$ cat src/rtl/ahb_bus_arbiter.sv
// AHB-lite bus arbiter for NUM_MASTERS masters sharing one slave port.
// Tracks the address-phase owner and the data-phase owner separately, so the
// write data and responses of a handed-over transfer still reach the right master.
// Optional feature macro: ARB_ROUND_ROBIN_EN (round-robin instead of fixed priority).
//
//   state  | meaning
//   -------+---------------------------------------------
//   PARKED | nobody requested; bus parked on PARK_MASTER
//   OWNED  | owner holds the bus, may be rearbitrated
//   LOCKED | owner asserts m_lock_i; bus held until it drops
module ahb_bus_arbiter #(
  parameter int NUM_MASTERS = 2,
  parameter int DATA_WIDTH  = 32,
  parameter int PARK_MASTER = 0
) (
  input  logic                              clk_i,
  input  logic                              reset_i,
  input  logic [NUM_MASTERS-1:0]            m_req_i,
  input  logic [NUM_MASTERS-1:0]            m_lock_i,
  input  logic [NUM_MASTERS*DATA_WIDTH-1:0] m_haddr_i,
  input  logic [NUM_MASTERS*DATA_WIDTH-1:0] m_hwdata_i,
  input  logic [NUM_MASTERS*3-1:0]          m_hsize_i,
  input  logic [NUM_MASTERS*2-1:0]          m_htrans_i,
  input  logic [NUM_MASTERS-1:0]            m_hwrite_i,
  output logic [NUM_MASTERS-1:0]            m_gnt_o,
  output logic [NUM_MASTERS-1:0]            m_hready_o,
  output logic [NUM_MASTERS*2-1:0]          m_hresp_o,
  output logic [DATA_WIDTH-1:0]             m_hrdata_o,
  output logic [DATA_WIDTH-1:0]             haddr_o,
  output logic [DATA_WIDTH-1:0]             hwdata_o,
  output logic [2:0]                        hsize_o,
  output logic [1:0]                        htrans_o,
  output logic                              hwrite_o,
  input  logic [DATA_WIDTH-1:0]             hrdata_i,
  input  logic                              hready_i,
  input  logic [1:0]                        hresp_i,
  output logic [$clog2(NUM_MASTERS)-1:0]    owner_o
);

  localparam int OW = $clog2(NUM_MASTERS);
  localparam logic [OW-1:0] PARK = OW'(PARK_MASTER);
  localparam logic [NUM_MASTERS-1:0] ONE = {{(NUM_MASTERS-1){1'b0}}, 1'b1};

  typedef enum logic [1:0] {PARKED, OWNED, LOCKED} state_t;

  state_t          state;
  logic [OW-1:0]   addr_owner;
  logic [OW-1:0]   data_owner;
  logic            data_valid;
  logic [OW-1:0]   winner;
  logic            any_req;
  logic            owner_lock;
  logic [1:0]      owner_trans;
  logic            rearb;

  assign owner_lock  = m_lock_i[addr_owner];
  assign owner_trans = m_htrans_i[int'(addr_owner)*2 +: 2];
  // Never split a burst (SEQ) and never take the bus from a locked owner.
  assign rearb       = hready_i && !owner_lock && (owner_trans != 2'b11);
  assign any_req     = |m_req_i;

`ifdef ARB_ROUND_ROBIN_EN
  logic [OW-1:0] rr_ptr;
  int            idx;
  logic          found;

  // Round-robin pick: first requester at or after the pointer.
  always_comb begin
    winner = PARK;
    found  = 1'b0;
    idx    = 0;
    for (int k = 0; k < NUM_MASTERS; k++) begin
      idx = (int'(rr_ptr) + k) % NUM_MASTERS;
      if (!found && m_req_i[idx]) begin
        winner = OW'(idx);
        found  = 1'b1;
      end
    end
  end

  // Pointer moves past the winner on every granting rearbitration.
  always_ff @(posedge clk_i) begin
    if (reset_i) begin
      rr_ptr <= '0;
    end else if (rearb && any_req) begin
      rr_ptr <= (int'(winner) == NUM_MASTERS-1) ? '0 : winner + 1'b1;
    end
  end
`else
  // Fixed priority pick: lowest requesting index wins.
  always_comb begin
    winner = PARK;
    for (int k = NUM_MASTERS-1; k >= 0; k--) begin
      if (m_req_i[k]) winner = OW'(k);
    end
  end
`endif

  // Ownership FSM with registered grant; data phase follows address phase on hready.
  always_ff @(posedge clk_i) begin
    if (reset_i) begin
      state      <= PARKED;
      addr_owner <= PARK;
      data_owner <= PARK;
      data_valid <= 1'b0;
      m_gnt_o    <= ONE << PARK;
    end else begin
      if (hready_i) begin
        data_owner <= addr_owner;
        data_valid <= owner_trans[1];
      end
      if (rearb) begin
        if (any_req) begin
          addr_owner <= winner;
          m_gnt_o    <= ONE << winner;
          state      <= m_lock_i[winner] ? LOCKED : OWNED;
        end else begin
          addr_owner <= PARK;
          m_gnt_o    <= ONE << PARK;
          state      <= PARKED;
        end
      end else if (state == LOCKED && !owner_lock) begin
        state <= OWNED;
      end else if (state != LOCKED && owner_lock) begin
        state <= LOCKED;
      end
    end
  end

  // Per-master ready and response routing.
  always_comb begin
    m_hready_o = '0;
    m_hresp_o  = '0;
    for (int i = 0; i < NUM_MASTERS; i++) begin
      if (int'(addr_owner) == i || (data_valid && int'(data_owner) == i))
        m_hready_o[i] = hready_i;
      if (data_valid && int'(data_owner) == i)
        m_hresp_o[i*2 +: 2] = hresp_i;
    end
  end

  assign haddr_o    = m_haddr_i[int'(addr_owner)*DATA_WIDTH +: DATA_WIDTH];
  assign hsize_o    = m_hsize_i[int'(addr_owner)*3 +: 3];
  assign htrans_o   = owner_trans;
  assign hwrite_o   = m_hwrite_i[addr_owner];
  assign hwdata_o   = m_hwdata_i[int'(data_owner)*DATA_WIDTH +: DATA_WIDTH];
  assign m_hrdata_o = hrdata_i;
  assign owner_o    = addr_owner;

endmodule

$ cat config.mk
export PLATFORM = sky130hd
export DESIGN_NAME = ahb_bus_arbiter
export DESIGN_NICKNAME = d
export VERILOG_FILES = /design/src/rtl/ahb_bus_arbiter.sv
export SDC_FILE = /design/constraint.sdc
export NUM_CORES = 1
export LEC_CHECK = 0
export ABC_AREA = 1
export CORE_AREA = 2 2 115 117
export DETAILED_ROUTE_END_ITERATION = 6
export DIE_AREA = 0 0 117 119
export MAX_ROUTING_LAYER = met4
export SYNTH_ARGS = -nofsm -noshare
export SYNTH_HDL_FRONTEND = slang
export SYNTH_SLANG_ARGS = --single-unit
$ cat constraint.sdc
create_clock -name clk_i -period 1.1 [get_ports clk_i]
set_clock_uncertainty 0.05 [all_clocks]
set_input_delay 0.165 -clock clk_i [delete_from_list [all_inputs] [get_ports clk_i]]
set_output_delay 0.165 -clock clk_i [all_outputs]
set_load 0.01 [all_outputs]
; ---- Yosys cells after proc, flatten, opt, wreduce, memory -nomap -nowiden
; Cells that the tools add are included.
[totals]
ff_bits = 5
latch_bits = 0
ramBits = 0
rom_bits = 0
input_bits = 181
out_inout_bits = 111
word_cells = 34
mem_count = 0
[classes]
addsub = 0
n_mul = 1
div_mod_pow = 0
order_cmp = 1
eq_ne = 1
shifts = 5
muxes = 12
bitwise_logic = 2
reduce_logical = 8
[ops]
columns = op, count
row1 = variable part select 64 x 7 -> 32 bit, 2
row2 = two-way mux 1 bit, 9
row3 = two-way mux 2 bit, 3
row4 = variable part select 6 x 4 -> 3 bit, 1
row5 = logical AND 1 bit, 4
row6 = variable part select 4 x 3 -> 2 bit, 1
row7 = "multiplier 1 x 2 -> 3 bit, second input constant", 1
row8 = logical OR 1 bit, 2
row9 = "less-than comparator 1 x 2 -> 1 bit, second input constant", 1
row10 = "inequality test 2 bit, second input constant", 1
row11 = inverter 1 bit, 2
row12 = OR reduction 2 bit, 1
row13 = "left shift 1 x 1 -> 2 bit, first input constant", 1
row14 = logical NOT 1 bit, 1

; ---- Depth between registers and ports, before layout
; Gate-level depths: netlist of the first run.
[depth]
ltp_word = 5
depth_mapped = 9
depth_no_buf = 7

; ---- Worst setup path after synthesis of the first run
; OpenSTA, ideal clock, no wires.
[synth_timing]
kind = reg-to-output
startpoint = register m_gnt_o[1] (netlist name)
endpoint = output haddr_o[22]
arrival_time_ns = 1.011
t_required_ns = 0.885
slack_ns = -0.126
stages_incl_launch_ff = 6
cell_sequence = dfxtp_1 -> buf_6 -> buf_4 -> buf_2 -> nand2_1 -> nand2_1
[synth_rtl]
columns = item, line
row1 = end: declaration, 29  ; output logic [DATA_WIDTH-1:0] haddr_o,

; ---- Worst setup path after layout of the first run
[layout_timing]
startpoint = register data_owner
endpoint = output hwdata_o[11]
[layout_between]
elab_chain_len = 1
[layout_lines]
columns = item, line
row1 = start: declaration, 48  ; logic [OW-1:0] data_owner;
row2 = start signal: assignment, 109  ; data_owner <= addr_owner;
row3 = variable part select 64 x 7 -> 32 bit, 146  ; assign hwdata_o = m_hwdata_i[int'(data_owner)*DATA_WIDTH +: DATA_WIDTH];
row4 = end: declaration, 30  ; output logic [DATA_WIDTH-1:0] hwdata_o,
; Every way passes these cells.

==> flow_metrics.env, run 1 <==
export IMPL_run_status="finished, violations left"
export IMPL_violations="setup timing"
export IMPL_finalSetupViolations=81
export IMPL_synth_commonest_cells="sky130_fd_sc_hd__nand2_1 (216), sky130_fd_sc_hd__buf_4 (34), sky130_fd_sc_hd__nor2_1 (9), sky130_fd_sc_hd__buf_2 (8), sky130_fd_sc_hd__inv_1 (7)"
export IMPL_synth_flop_cell="sky130_fd_sc_hd__dfxtp_1"
export IMPL_wire_length_of_the_first_global_routing_pass_mm=12.6
export IMPL_vias_per_cell=3.77
export IMPL_layoutNonFillerInstCount=703
export IMPL_wl_per_cell_um=13.2
export IMPL_buffer_ports_inserted=227
export IMPL_dpl_instance_area_um2=3700
export IMPL_final_design_area_no_fill_um2=4530
export IMPL_globalRouteTotalUtil_pct=12.0
export IMPL_synth_edff_count=0
export IMPL_postRouteAntennaNets=0
export IMPL_insertedDiodeCount=0
export IMPL_routed_wirelength_mm=9.27
export IMPL_fmax_ghz=0.688
export IMPL_library_cell_occupying_the_most_area_in_the_post_synthesis_netlist="sky130_fd_sc_hd__nand2_1"
export IMPL_num_fill_cells=1353
export IMPL_synth_most_common_cell="sky130_fd_sc_hd__nand2_1"
export IMPL_vias=2647
export IMPL_post_route_cells_drive_above_1_share_pct=46.7
export IMPL_irDropWorstVdd_uv=536
export IMPL_final_hold_worst_slack_ps=280
export IMPL_timing_final_hold_violations=0
export IMPL_avgSynthCellArea_um2=4.67
export IMPL_detailedRoute_firstIterationViolations=39
export IMPL_postSynthNetCount=479
export IMPL_type_of_the_worst_setup_path="reg -> out"
export IMPL_seqPwrFrac_pct=7.5
export IMPL_critical_path_max_stage_delay_ps=390
export IMPL_worst_path_dominant_cell_family="buffers and inverters"
export IMPL_layout_worst_path_cycle_share_pct=132
export IMPL_critical_path_startpoint_type="flop"
export IMPL_ioPinCount=292
export IMPL_cts_hold_repair_buffers=0
export IMPL_place_ws_ps=-712
export IMPL_clock_latency_ps=220
export IMPL_place_gp_congestion=0.701
export IMPL_cts_max_level=1
export IMPL_rows=42
export IMPL_yosysWarningCount=0
export IMPL_number_of_register_bits_inferred_by_synthesis=4
export IMPL_power_combinational_fraction_pct=66.5
export IMPL_critical_path_top_cell_by_count="sky130_fd_sc_hd__buf_12"
export IMPL_worstHoldPathType="in -> out"
export IMPL_worst_slew_margin_rel_pct=85.3
export IMPL_cap_viol_max_count=0
export IMPL_grt_pass1_vias=2605
export IMPL_synth_cell_types=17
export IMPL_swShare_pct=29.6
export IMPL_pin_count_of_the_biggest_net_entering_global_routing=21
export IMPL_overflow=0
export IMPL_finalWorstPathRequiredPeriod_ps=1450
export IMPL_switching_power_mw=0.633
export IMPL_timing_critical_path_cells="inv_8 -> buf_12 -> buf_16 -> buf_12 -> nand2_4 -> nand2_2 -> buf_6"
export IMPL_die_area_um2=13900
export IMPL_timing_final_ws_setup_ps=-353
export IMPL_cts_root_to_sink_buffers=2
export IMPL_critical_path_arrival_ps=1240
export IMPL_syn_cell_area_um2=1390
export IMPL_numCtsBuffers=3
export IMPL_final_nets=710
export IMPL_tritoncts="yes"
export IMPL_post_synth_top_area_fraction_pct=58.3
export IMPL_numClockSinks=4
export IMPL_start_util_pct=10.8
export IMPL_p_leak_nw=2.16
export IMPL_floorplan_die_height_um=119
export IMPL_synth_async_reset_ratio_pct=0
export IMPL_clkTransAtPathRegs_ps=30
export IMPL_ys_seq_area_share_pct=5.76
export IMPL_die_width_um=117
export IMPL_area_growth_syn_to_layout_pct=226
export IMPL_numPlacedInstances=665
export IMPL_final_core_utilization_pct=35.2
export IMPL_timing_final_max_slew_violations=0
export IMPL_worstPathMaxFanout=5
export IMPL_netlist_instances=298
export IMPL_grt_setup_unrepaired="yes"
export IMPL_synth_top_cells_by_area="sky130_fd_sc_hd__nand2_1 (58%), sky130_fd_sc_hd__buf_4 (18%), sky130_fd_sc_hd__dfxtp_1 (5.8%)"
export IMPL_crit_buf_inv=5
export IMPL_cellInternalPower_mw=1.50
export IMPL_timing_critical_path_slowest_stage_cell="sky130_fd_sc_hd__dfxtp_4"
export IMPL_p_per_area_nw_per_um2=472
export IMPL_total_power_mw=2.14
export IMPL_clock_power_share_pct=26.0
export IMPL_worst_ep_required_time_ps=880
export IMPL_firstDrtPassIters=4
export IMPL_detail_route_drc_violations=0
export IMPL_dp_final_hpwl_mm=6.39
export IMPL_core_region_area_um2=12900
export IMPL_grt_antenna_before_repair=0
export IMPL_clock_root_buffer="sky130_fd_sc_hd__clkbuf_16"
export IMPL_least_margin_pin_slew_ps=221
export IMPL_setup_worst_path_end_class="output pin"
export IMPL_fin_tns_setup_ps=-21750
==> logic make-up (layout without fill, tap and decap cells) <==
kind of cell	after synthesis	after routing	synth area share, %
flip-flops	4	4	5.76
AO/OA/AOI/OAI	5	5	2.07
buffers and inverters	57	286	26.8
AND/OR/NAND/NOR	232	232	65.4
==> power groups by stage <==
stage | combinational (mW) | sequential [mW] | clock [mW]
finish | 1.42 | 0.161 | 0.555
floorplan | 0.452 | 0.161 | 0
detailed placement | 1.28 | 0.161 | 0
global placement | 1.27 | 0.161 | 0
CTS | 1.35 | 0.161 | 0.564
global route | 1.52 | 0.162 | 0.578
==> timing repair <==
action / 4_1_cts / 5_1_grt
gates resized for setup: 458 / 73
buffers inserted: 26 / 7
setup endpoints to repair: 82 / 81
gates cloned: 10 / 3
pin swaps: 24 / 11
==> cell usage in the layout (no fill, tap or decap) <==
master | Yosys | routed
sky130_fd_sc_hd__a21oi_1 | 2 | 1
sky130_fd_sc_hd__a21oi_2 | 1 | 2
sky130_fd_sc_hd__buf_12 | 0 | 11
sky130_fd_sc_hd__buf_16 | 0 | 3
sky130_fd_sc_hd__buf_2 | 8 | 52
sky130_fd_sc_hd__buf_4 | 34 | 11
sky130_fd_sc_hd__buf_6 | 1 | 38
sky130_fd_sc_hd__buf_8 | 1 | 7
sky130_fd_sc_hd__clkbuf_16 | 0 | 6
sky130_fd_sc_hd__clkdlybuf4s50_1 | 0 | 147
sky130_fd_sc_hd__dfxtp_1 | 4 | 1
sky130_fd_sc_hd__dfxtp_4 | 0 | 3
sky130_fd_sc_hd__dlygate4sd2_1 | 0 | 2
sky130_fd_sc_hd__inv_1 | 7 | 6
sky130_fd_sc_hd__inv_16 | 0 | 1
sky130_fd_sc_hd__inv_8 | 0 | 2
sky130_fd_sc_hd__nand2_1 | 216 | 117
sky130_fd_sc_hd__nand2_2 | 1 | 76
sky130_fd_sc_hd__nand2_4 | 3 | 26
sky130_fd_sc_hd__nand2_8 | 0 | 1
sky130_fd_sc_hd__nand3_2 | 1 | 1
sky130_fd_sc_hd__nand3b_1 | 2 | 2
sky130_fd_sc_hd__nor2_1 | 9 | 4
sky130_fd_sc_hd__nor2_2 | 0 | 5
sky130_fd_sc_hd__o21ai_1 | 0 | 1
sky130_fd_sc_hd__o21ai_2 | 0 | 1
==> layer usage <==
| metal | GRT usage (%) | share of wire [%] | vias to the layer above |
|---|---|---|---|
| met3 | 2.60 | 9.7 | 18 |
| met4 | 3.16 | 2.1 | 0 |
| met1 | 11.6 | 35 | 1163 |
| met5 | - | 0 | - |
| li1 | - | - | 1312 |
| met2 | 23.6 | 53 | 154 |
==> registers in the layout, summed over array words and instances, names as in the netlist <==
register	cells
m_gnt_o	2
data_owner	1
data_valid	1
==> final timing paths <==
path                         end  slack (ps)  depth (start not counted)         start
setup / recovery    hwdata_o[11]        -350                          7    data_owner
hold / removal    m_hrdata_o[15]         280                          0  hrdata_i[15]
setup reg to reg      m_gnt_o[0]        -310                         10    m_gnt_o[1]
hold reg to reg       m_gnt_o[0]         430                          2    m_gnt_o[0]
==> layout make-up <==
cell class | count | area, um2 | share of cell area (%)
clock buffers | 3 | 75.1 | 1.66
inverters | 8 | 53.8 | 1.19
multi-input cells | 237 | 1340 | 29.5
flip-flops and latches | 4 | 91.3 | 2.02
well taps | 176 | 220 | 4.86
repair buffers | 274 | 2740 | 60.6
repair inverters | 1 | 11.3 | 0.249
(Power assumes the default switching activity.)
==> run 2, diff against run 1 <==
--- a/config.mk
+++ b/config.mk
@@ -9,7 +9,10 @@
 export CORE_AREA = 2 2 115 117
 export DETAILED_ROUTE_END_ITERATION = 6
 export DIE_AREA = 0 0 117 119
+export GPL_TIMING_DRIVEN = 0
 export MAX_ROUTING_LAYER = met4
+export PLACE_DENSITY = 0.62
+export REMOVE_ABC_BUFFERS = 1
 export SYNTH_ARGS = -nofsm -noshare
 export SYNTH_HDL_FRONTEND = slang
 export SYNTH_SLANG_ARGS = --single-unit
==> run 2 against run 1 <==
Compared with the run above:
- the run still ends with setup timing left
- wire length up 14%
- sequential power about the same
- die area unchanged
- sequential cell count unchanged
- via count up 1.7%
- design area up 0.17%
- critical endpoint is now hwdata_o[14]
- core utilization up 0.058 points
- sequential share of layout area down 0.058 points
==> flow_metrics.env, run 2 (synthesized netlist as in run 1, its figures left out) <==
export IMPL_run_status="finished, violations left"
export IMPL_violations="setup timing"
export IMPL_finalWorstPathRequiredPeriod_ps=1500
export IMPL_fmax_ghz=0.664
export IMPL_pin_count_of_the_biggest_net_entering_global_routing=19
export IMPL_timing_final_ws_setup_ps=-405
export IMPL_start_util_pct=10.8
export IMPL_ioPinCount=292
export IMPL_grt_setup_unrepaired="yes"
export IMPL_clock_latency_ps=220
export IMPL_layout_worst_path_cycle_share_pct=137
export IMPL_finalSetupViolations=79
export IMPL_floorplan_die_height_um=119
export IMPL_fin_tns_setup_ps=-26480
export IMPL_timing_final_hold_violations=0
export IMPL_globalRouteTotalUtil_pct=13.5
export IMPL_grt_antenna_before_repair=0
export IMPL_die_width_um=117
export IMPL_dpl_instance_area_um2=3540
export IMPL_wire_length_of_the_first_global_routing_pass_mm=13.6
export IMPL_firstDrtPassIters=4
export IMPL_vias_per_cell=3.86
export IMPL_cts_root_to_sink_buffers=2
export IMPL_numPlacedInstances=652
export IMPL_buffer_ports_inserted=227
export IMPL_vias=2693
export IMPL_cts_hold_repair_buffers=0
export IMPL_clock_root_buffer="sky130_fd_sc_hd__clkbuf_16"
export IMPL_least_margin_pin_slew_ps=232
export IMPL_numClockSinks=4
export IMPL_p_per_area_nw_per_um2=479
export IMPL_core_region_area_um2=12900
export IMPL_hold_path_startpoint="hrdata_i[14]"
export IMPL_setup_worst_path_end_class="output pin"
export IMPL_layoutNonFillerInstCount=697
export IMPL_crit_reg2reg_launch="m_gnt_o[1]"
export IMPL_detail_route_drc_violations=0
export IMPL_timing_critical_path_slowest_stage_cell="sky130_fd_sc_hd__dfxtp_4"
export IMPL_die_area_um2=13900
export IMPL_overflow=0
export IMPL_critical_path_arrival_ps=1290
export IMPL_worstPathMaxFanout=8
export IMPL_final_hold_worst_slack_ps=280
export IMPL_cts_max_level=1
export IMPL_numCtsBuffers=3
export IMPL_area_growth_syn_to_layout_pct=226
export IMPL_worst_ep_required_time_ps=880
export IMPL_critical_path_max_stage_delay_ps=370
export IMPL_setup_worst_path_start="data_owner"
export IMPL_irDropWorstVdd_uv=417
export IMPL_timing_final_max_slew_violations=0
export IMPL_routed_wirelength_mm=10.6
export IMPL_layout_commonest_cell="sky130_fd_sc_hd__clkdlybuf4s50_1"
export IMPL_dp_final_hpwl_mm=6.68
export IMPL_insertedDiodeCount=0
export IMPL_timing_critical_path_cells="buf_12 -> clkinvlp_4 -> buf_6 -> buf_12 -> nand2_2 -> nand2_1 -> buf_2"
export IMPL_final_core_utilization_pct=35.2
export IMPL_final_design_area_no_fill_um2=4540
export IMPL_worst_slew_margin_rel_pct=84.5
export IMPL_largest_register_ff_count=2
export IMPL_detailedRoute_firstIterationViolations=62
export IMPL_clkTransAtPathRegs_ps=30
export IMPL_final_nets=704
export IMPL_tritoncts="yes"
export IMPL_post_route_cells_drive_above_1_share_pct=46.4
export IMPL_place_gp_congestion=0.741
export IMPL_reg_largest_list="m_gnt_o: 2 flops, data_owner: 1 flops, data_valid: 1 flops"
export IMPL_p_leak_nw=2.12
export IMPL_worstHoldPathType="in -> out"
export IMPL_critical_path_startpoint_type="flop"
export IMPL_critical_path_top_cell_by_count="sky130_fd_sc_hd__buf_12"
export IMPL_type_of_the_worst_setup_path="reg -> out"
export IMPL_cap_viol_max_count=0
export IMPL_layout_common_cells="sky130_fd_sc_hd__clkdlybuf4s50_1 (147), sky130_fd_sc_hd__nand2_1 (115), sky130_fd_sc_hd__nand2_2 (72)"
export IMPL_largest_register="m_gnt_o"
export IMPL_grt_pass1_vias=2500
export IMPL_postRouteAntennaNets=0
export IMPL_wl_per_cell_um=15.2
export IMPL_rows=42
==> run 2: worst paths after layout <==
path | end | slack, ps | depth (start not counted)
worst max-delay path | hwdata_o[14] | -400 | 7
worst min-delay path | m_hrdata_o[14] | 280 | 0
worst max register to register | m_gnt_o[0] | -360 | 10
worst min register to register | m_gnt_o[0] | 440 | 2
==> run 2: where the power goes <==
group          internal (mW)  leakage [nW]  total (mW)  switching [mW]
sequential             0.150        0.0346       0.161          0.0104
clock                  0.465        0.0370       0.572           0.107
combinational          0.894          2.04        1.44           0.546
==> run 2: layout make-up <==
cell class | count | area (um2)
inverter | 8 | 50.0
clock buffer | 3 | 75.1
timing repair buffer | 262 | 2630
tap | 176 | 220
multi-input combinational | 237 | 1380
fill | 1365 | 8340
sequential | 4 | 88.8
timing repair inverter | 7 | 101
==> run 2: what timing repair did <==
item,CTS,global route
gates cloned,6,4
buffers inserted,30,6
endpoints found under the setup margin,83,82
pin swaps,6,12
resized for setup,382,151
==> run 2: metal layers <==
layer	global-route usage, %	up-vias	part of all wire, %
met2	22.0	194	47
met5	-	-	0
met4	1.69	0	1.0
met3	6.77	11	13
met1	15.2	1190	39
li1	-	1298	-
==> run 2: through the flow <==
stage / total power [mW] / worst slack (ps)
floorplan: 0.466 / -1040
global placement: 1.39 / -2350
detailed placement: 1.39 / -2300
CTS: 2.01 / -460
global route: 2.30 / -451
finish: 2.17 / -405
==> run 2: worst max-delay path: cells and delay by family (launching register included) <==
family        cells  cell delay [ps]
simple gates      2               90
flops             1              370
buf+inv           5              610
